--- src/rtl/bk_pkg.sv ---
// Shared types and constants for the BSRAM save/load sequencer.
package bk_pkg;

    typedef enum logic [1:0] {
        IDLE,
        ISSUE,
        ACTIVE
    } bk_state_t;

    typedef enum logic {
        LOAD,
        SAVE
    } bk_op_t;

    localparam int SECTOR_SHIFT = 9;

    // Index of the last 512-byte sector covered by the cartridge RAM mask.
    function automatic logic [31:0] last_lba_of(input logic [23:0] mask);
        return 32'(mask >> SECTOR_SHIFT);
    endfunction

endpackage

--- src/rtl/bk_edge.sv ---
// One-bit registered rise/fall detector; edges are reported while the old sample differs.
module bk_edge (
    input  logic clk_sys,
    input  logic reset_n,
    input  logic level,
    output logic rise,
    output logic fall
);

    logic old;

    // NOTE: state registers use non-blocking assignments so every flop samples pre-edge values.
    always_ff @(posedge clk_sys or negedge reset_n) begin
        if (!reset_n) old <= 1'b0;
        else          old <= level;
    end

    assign rise = level & ~old;
    assign fall = ~level & old;

endmodule

--- src/rtl/bsram_save_ctrl.sv ---
// Sequences per-sector BSRAM load/save transfers over the HPS SD interface and tracks dirty state.
module bsram_save_ctrl
    import bk_pkg::*;
#(
    parameter logic [23:0] ACK_TIMEOUT = 24'd10_000_000
) (
    input  logic        clk_sys,
    input  logic        RESET_N,
    input  logic        enable,
    input  logic [23:0] ram_mask,
    input  logic        load_req,
    input  logic        save_req,
    input  logic        dl_active,
    input  logic        bsram_wr,
    input  logic        sd_ack,
    output logic [31:0] sd_lba,
    output logic        sd_rd,
    output logic        sd_wr,
    output logic        loading,
    output logic        busy,
    output logic        dirty,
    output logic        error
);

    logic load_rise, load_fall, save_rise, save_fall;
    logic dl_rise, dl_fall, ack_rise, ack_fall;

    bk_edge u_load_edge (.clk_sys(clk_sys), .reset_n(RESET_N), .level(load_req),  .rise(load_rise), .fall(load_fall));
    bk_edge u_save_edge (.clk_sys(clk_sys), .reset_n(RESET_N), .level(save_req),  .rise(save_rise), .fall(save_fall));
    bk_edge u_dl_edge   (.clk_sys(clk_sys), .reset_n(RESET_N), .level(dl_active), .rise(dl_rise),   .fall(dl_fall));
    bk_edge u_ack_edge  (.clk_sys(clk_sys), .reset_n(RESET_N), .level(sd_ack),    .rise(ack_rise),  .fall(ack_fall));

    // Request falls carry no meaning here.
    logic unused_falls;
    assign unused_falls = load_fall ^ save_fall;

    // Edge detectors reset to 0, so a level still high after reset would look like a
    // fresh edge; requests are ignored for the first cycle while the detectors settle.
    logic armed;

    bk_state_t   state, state_nx;
    bk_op_t      op, op_nx;
    logic [31:0] lba, lba_nx, last_lba;
    logic [23:0] timer, timer_nx;
    logic        accept, done, timed_out;
    logic        req_auto, req_load, req_save, req_any, can_accept;
    logic        busy_nx, rd_nx, wr_nx, loading_nx, dirty_nx, error_nx;

    assign last_lba   = last_lba_of(ram_mask);
    assign can_accept = enable && (ram_mask != 24'd0);
    assign req_auto   = armed && dl_fall && enable;
    assign req_load   = armed && load_rise;
    assign req_save   = armed && save_rise;
    assign req_any    = req_auto || req_load || req_save;

    always_ff @(posedge clk_sys or negedge RESET_N) begin
        if (!RESET_N) begin
            armed   <= 1'b0;
            state   <= IDLE;
            op      <= LOAD;
            lba     <= '0;
            timer   <= '0;
            sd_rd   <= 1'b0;
            sd_wr   <= 1'b0;
            loading <= 1'b0;
            busy    <= 1'b0;
            dirty   <= 1'b0;
            error   <= 1'b0;
        end else begin
            armed   <= 1'b1;
            state   <= state_nx;
            op      <= op_nx;
            lba     <= lba_nx;
            timer   <= timer_nx;
            sd_rd   <= rd_nx;
            sd_wr   <= wr_nx;
            loading <= loading_nx;
            busy    <= busy_nx;
            dirty   <= dirty_nx;
            error   <= error_nx;
        end
    end

    assign sd_lba = lba;

    always_comb begin
        // NOTE: every comb output gets a default first so no path can infer a latch.
        state_nx  = state;
        op_nx     = op;
        lba_nx    = lba;
        timer_nx  = timer + 24'd1;
        accept    = 1'b0;
        done      = 1'b0;
        timed_out = 1'b0;
        unique case (state)
            IDLE: begin
                timer_nx = timer;
                if (can_accept && req_any) begin
                    accept   = 1'b1;
                    state_nx = ISSUE;
                    op_nx    = (req_auto || req_load) ? LOAD : SAVE;
                    lba_nx   = '0;
                    timer_nx = '0;
                end
            end
            ISSUE, ACTIVE: begin
                if (dl_rise) begin
                    state_nx = IDLE;
                end else if (timer_nx == ACK_TIMEOUT) begin
                    timed_out = 1'b1;
                    state_nx  = IDLE;
                end else if (state == ISSUE && ack_rise) begin
                    state_nx = ACTIVE;
                end else if (state == ACTIVE && ack_fall) begin
                    if (lba >= last_lba) begin
                        done     = 1'b1;
                        state_nx = IDLE;
                    end else begin
                        lba_nx   = lba + 32'd1;
                        timer_nx = '0;
                        state_nx = ISSUE;
                    end
                end
            end
            default: state_nx = IDLE;
        endcase
    end

    // Registered outputs are decoded from the next state; dirty updates are ordered so
    // later lines win (a dl_active rise always leaves BSRAM clean).
    always_comb begin
        busy_nx    = (state_nx != IDLE);
        rd_nx      = (state_nx == ISSUE) && (op_nx == LOAD);
        wr_nx      = (state_nx == ISSUE) && (op_nx == SAVE);
        loading_nx = busy_nx && (op_nx == LOAD);

        error_nx = error;
        if (accept)    error_nx = 1'b0;
        if (timed_out) error_nx = 1'b1;

        dirty_nx = dirty;
        if (accept && op_nx == SAVE)  dirty_nx = 1'b0;
        if (done && op == LOAD)       dirty_nx = 1'b0;
        if (timed_out && op == SAVE)  dirty_nx = 1'b1;
        if (bsram_wr && !loading)     dirty_nx = 1'b1;
        if (dl_rise)                  dirty_nx = 1'b0;
    end

endmodule
--- config.mk ---
export PLATFORM = sky130hd
export DESIGN_NAME = bsram_save_ctrl
export DESIGN_NICKNAME = d
export VERILOG_FILES = /design/src/rtl/bk_pkg.sv /design/src/rtl/bk_edge.sv /design/src/rtl/bsram_save_ctrl.sv
export SDC_FILE = /design/constraint.sdc
export NUM_CORES = 1
export LEC_CHECK = 0
export BUFFER_PORTS_ARGS = -buffer_cell sky130_fd_sc_hd__clkbuf_2
export CORE_MARGIN = 2
export CORE_UTILIZATION = 57
export DETAILED_ROUTE_END_ITERATION = 8
export GPL_ROUTABILITY_DRIVEN = 0
export PLACE_DENSITY = 0.9
export SYNTH_ARGS = -nofsm -noshare
export SYNTH_HDL_FRONTEND = slang
export SYNTH_HIERARCHICAL = 1
export SYNTH_SLANG_ARGS = --single-unit
--- constraint.sdc ---
create_clock -name clk_sys -period 3.7 [get_ports clk_sys]
set_input_delay 0.37 -clock clk_sys [delete_from_list [all_inputs] [get_ports clk_sys]]
set_output_delay 0.37 -clock clk_sys [all_outputs]
set_load 0.03 [all_outputs]
# == Yosys cells after proc, flatten, opt, wreduce, memory -nomap -nowiden ==
# Index checks and enable logic that the tools add are counted.
# word_totals
ff_bits,70
output_inout_bits,38
# classes
n_addsub,2
magnitude_cmp,1
n_eq_ne,10
n_mux,42
n_bitwise,14
n_reduce_logical,26
# op_table
op,n
2-to-1 mux 32 bit,6
2-to-1 mux 24 bit,6
case mux 32 bit (2 select lines),1
case mux 24 bit (2 select lines),1
"adder 32 x 1 -> 32 bit, second input constant",1
greater-or-equal comparator 32 x 15 -> 1 bit,1
"adder 24 x 1 -> 24 bit, second input constant",1
"equality test 24 bit, second input constant",1
nonzero test 24 bit,1
2-to-1 mux 1 bit,22
logical AND 1 bit,15
"!= test 2 bit, second input constant",6
2-to-1 mux 2 bit,5
inverter 1 bit,8
AND reduction 7 bit,1
AND 1 bit,6
nonzero test 2 bit,3
nonzero test 5 bit,1
"equality test 2 x 1 -> 1 bit, second input constant",2
case mux 2 bit (2 select lines),1
"equality test 2 bit, second input constant",1
logical NOT 2 bit,1
logical OR 1 bit,2
OR reduction 2 bit,1
logical NOT 1 bit,1

# == Depth between registers and ports, before layout ==
# depth
ltp_word,15
depth_mapped,11
ltp_nobuf,10

# == Hierarchy ==
# Netlist, hierarchy kept.
# by_module_without_submodules
module,instances,cells_per_inst,area_each_um2
bsram_save_ctrl,1,462,4256.6
bk_edge,4,3,40.0

# == Worst setup path before layout ==
# OpenSTA, ideal clock, no wires.
# synth_timing
path_kind,register to register
start,reg lba[0] (netlist: sd_lba[0])
end,reg timer[18]
arrival_ns,3.142
setup_slack_ns,0.432
stages_incl_launch_ff,12
cell_sequence,dfrtp_1 -> inv_1 -> ha_1 -> nand2b_1 -> a2111oi_2 -> nor4_1 -> o41ai_1 -> nand4b_1 -> a221o_1 -> buf_6 -> and3_1 -> a221o_1
# synth_between
elab_chain_cells,7
# synth_lines
element,line_no,text
from (decl),bsram_save_ctrl.sv:43,"logic [31:0] lba, lba_nx, last_lba;"
from (signal assigned),bsram_save_ctrl.sv:73,lba <= lba_nx;
greater-or-equal comparator 32 x 15 -> 1 bit,bsram_save_ctrl.sv:115,if (lba >= last_lba) begin
2-to-1 mux 24 bit,bsram_save_ctrl.sv:115,
2-to-1 mux 24 bit,bsram_save_ctrl.sv:114,end else if (state == ACTIVE && ack_fall) begin
2-to-1 mux 24 bit,bsram_save_ctrl.sv:112,end else if (state == ISSUE && ack_rise) begin
2-to-1 mux 24 bit,bsram_save_ctrl.sv:109,end else if (timer_nx == ACK_TIMEOUT) begin
2-to-1 mux 24 bit,bsram_save_ctrl.sv:107,if (dl_rise) begin
case mux 24 bit (2 select lines),bsram_save_ctrl.sv:95,unique case (state)
to (signal assigned),bsram_save_ctrl.sv:74,timer <= timer_nx;
to (decl),bsram_save_ctrl.sv:44,"logic [23:0] timer, timer_nx;"
# Every way passes these cells.
# A chain may end at the register's enable or synchronous reset.

# == Worst setup path in the final report ==
# Same ends and word-level chain as after synthesis.

==> results.json <==
{
  "crit_path_end_kind": "flop",
  "die_h_um": 91.85,
  "p_per_area_nw_per_um2": 485.4,
  "antenna_found_initial": 0,
  "clock_path_buffers": 2,
  "area_growth_pct": 15.50,
  "vias_per_cell": 6.257,
  "first_pass_iters": 6,
  "antenna_cells": 0,
  "seq_area_um2": 1752,
  "final_nets": 593,
  "fill_cells": 621,
  "dieArea_um2": 8436,
  "r2r-start": "sd_lba[0]$_DFFE_PN0P_",
  "outcome": "completed",
  "finalCritPeriodShare_pct": 95.60,
  "vias": 4048,
  "start_kind": "flop",
  "hold_violations": 0,
  "drive_gt1_share_pct": 20.92,
  "io_pins": 70,
  "worstPathArrival_ns": 3.76,
  "mappedNetlistNets": 525,
  "fmax_ghz": 0.2827,
  "worst-setup-path-type": "reg -> reg",
  "fin_tns_setup_ns": 0,
  "synthCells": 472,
  "period_minus_slack_ns": 3.537,
  "drt_iter0_markers": 432,
  "worst_slew_pin_slew_ns": 1.044,
  "critPathRequiredTime_ns": 3.93,
  "final_cells": 647,
  "cts.sink_count": 70,
  "grt_max_degree": 47,
  "track_usage_pct": 27.90,
  "setup_violations": 0,
  "cts_setup_buffers": 0,
  "routedWlPerCell_um": 17.39,
  "routed_wirelength_um": 11250,
  "row_count": 32,
  "avgSynthCellArea_um2": 9.320,
  "timing.rr.end": "timer[18]$_DFFE_PN0N_",
  "cap_viol_max_count": 0,
  "cts_tree": "built",
  "path_clk_slew_ns": 0.08,
  "worst-r2r-cell-count": 10,
  "fin_worst_skew_ns": 0.01242,
  "chipWidth_um": 91.85,
  "worst-r2r-setup-slack_ns": 0.16,
  "grt_setup_unrepaired": "no",
  "drv_slew": 0,
  "start_util_pct": 57.83,
  "cp_max_fo": 9,
  "grt_pass1_wl_um": 18930,
  "numCtsBuffers": 9,
  "startpoint": "sd_lba[0]$_DFFE_PN0P_",
  "ant_nets": 0,
  "hp-class": "in -> reg",
  "endpoint": "timer[18]$_DFFE_PN0N_",
  "ir_drop_mv": 0.4428,
  "clk_latency_ns": 0.35,
  "io_buffers": 69,
  "remaining_drc_errors": 0,
  "root_buffer": "clkbuf_8",
  "synthesis.area_um2": 4399,
  "overflow": 0,
  "core-area_um2": 7607,
  "leakage_nw": 2.420,
  "place_hpwl_um": 8127,
  "multi_input_area_um2": 2472,
  "slew_headroom_pct": 30.40,
  "ys_warn_count": 6,
  "grt_pass1_vias": 3976,
  "htree_levels": 3,
  "dpl.cell_count": 631
}
==> layout make-up <==
cell class / count / area share [%]
Clock buffer: 9 / 2.438
Clock inverter: 7 / 2.389
Inverter: 23 / 1.699
Multi-Input combinational cell: 360 / 48.66
Sequential cell: 70 / 34.47
Tap cell: 102 / 2.512
Timing Repair Buffer: 76 / 7.831
==> placed cells by master (no fill, tap or decap), types with 3 or more instances in the layout <==
cell and instances:
bufinv_16 3, a22o_1 10, a31oi_1 3, and4_1 6, buf_4 7, xnor2_1 6
clkbuf_2 68, a21o_1 7, nand4_1 13, a211oi_1 8, xor2_1 8, nand2b_1 3
o21a_1 5, dfrtp_1 70, o21ai_0 17, ha_1 21, and3_1 11, and2_1 23
a221o_1 3, nor4_1 15, nand3_1 17, nor2_1 29, inv_1 23, o311ai_0 3
nor2b_1 12, a21oi_1 16, clkbuf_8 9, or4_1 4, nor3_1 7, nand2_1 48
or3_1 7
==> per-stage QoR <==
| stage | setup WS [ns] | area [um2] | util, % | hold WS (ns) | power (mW) |
|---|---|---|---|---|---|
| floorplan | 0.4320 | 4399 | - | 0.07441 | 1.460 |
| global placement | 0.4039 | 4830 | 63.49 | 0.4913 | 1.646 |
| detailed placement | 0.2380 | 4830 | 63.49 | 0.4930 | 1.690 |
| CTS | 0.1843 | 5075 | 66.71 | 0.1357 | 2.454 |
| global route | 0.04939 | 5081 | 66.79 | 0.1304 | 2.583 |
| finish | 0.1627 | 5081 | 66.79 | 0.1387 | 2.466 |
==> worst max-delay path, cell delays in order (launching register included) <==
cell and delay [ns]:
dfrtp_1 0.46, inv_1 0.12, ha_1 0.28, nand2b_1 0.15
a2111oi_2 0.38, nor4_1 0.12, o41ai_1 0.55, nand4b_1 0.28
a221o_1 0.57, and3_1 0.25, a221o_1 0.25
==> report_power, final <==
group / leakage (nW) / internal, mW / switching [mW]
Sequential: 0.947 / 0.829 / 0.0685
Combinational: 1.35 / 0.272 / 0.537
Clock: 0.124 / 0.451 / 0.310
Total: 2.42 / 1.55 / 0.915
==> layer usage <==
layer | track usage, % | wire length (um) | vias to the layer above
li1 | - | - | 1887
met1 | 36.87 | 4524 | 1922
met2 | 46.02 | 5581 | 205
met3 | 5.012 | 888 | 34
met4 | 10.45 | 257 | 0
met5 | 0 | 0 | -
==> worst min-delay path by stage <==
| stage | from | end | slack [ns] | cells past startpoint |
|---|---|---|---|---|
| floorplan | RESET_N | armed$_DFF_PN0_ | 0.07 | 0 |
| global placement | save_req | u_save_edge/old$_DFF_PN0_ | 0.49 | 1 |
| detailed placement | load_req | u_load_edge/old$_DFF_PN0_ | 0.49 | 1 |
| CTS | load_req | u_load_edge/old$_DFF_PN0_ | 0.14 | 1 |
| global route | load_req | u_load_edge/old$_DFF_PN0_ | 0.13 | 1 |
| finish | load_req | u_load_edge/old$_DFF_PN0_ | 0.14 | 1 |
==> sequential cells by signal, indices dropped and copies added (netlist names) <==
signal,count
u_dl_edge/old,1
armed,1
u_ack_edge/old,1
timer,24
loading,1
op,1
dirty,1
sd_wr,1
error,1
sd_rd,1
u_save_edge/old,1
busy,1
sd_lba,32
u_load_edge/old,1
state,2
==> timing repair <==
action / CTS / global route
setup endpoints to repair: 0 / 3
resized for setup: 0 / 1
hold buffers: 0 / 0
(Power assumes the default switching activity.)
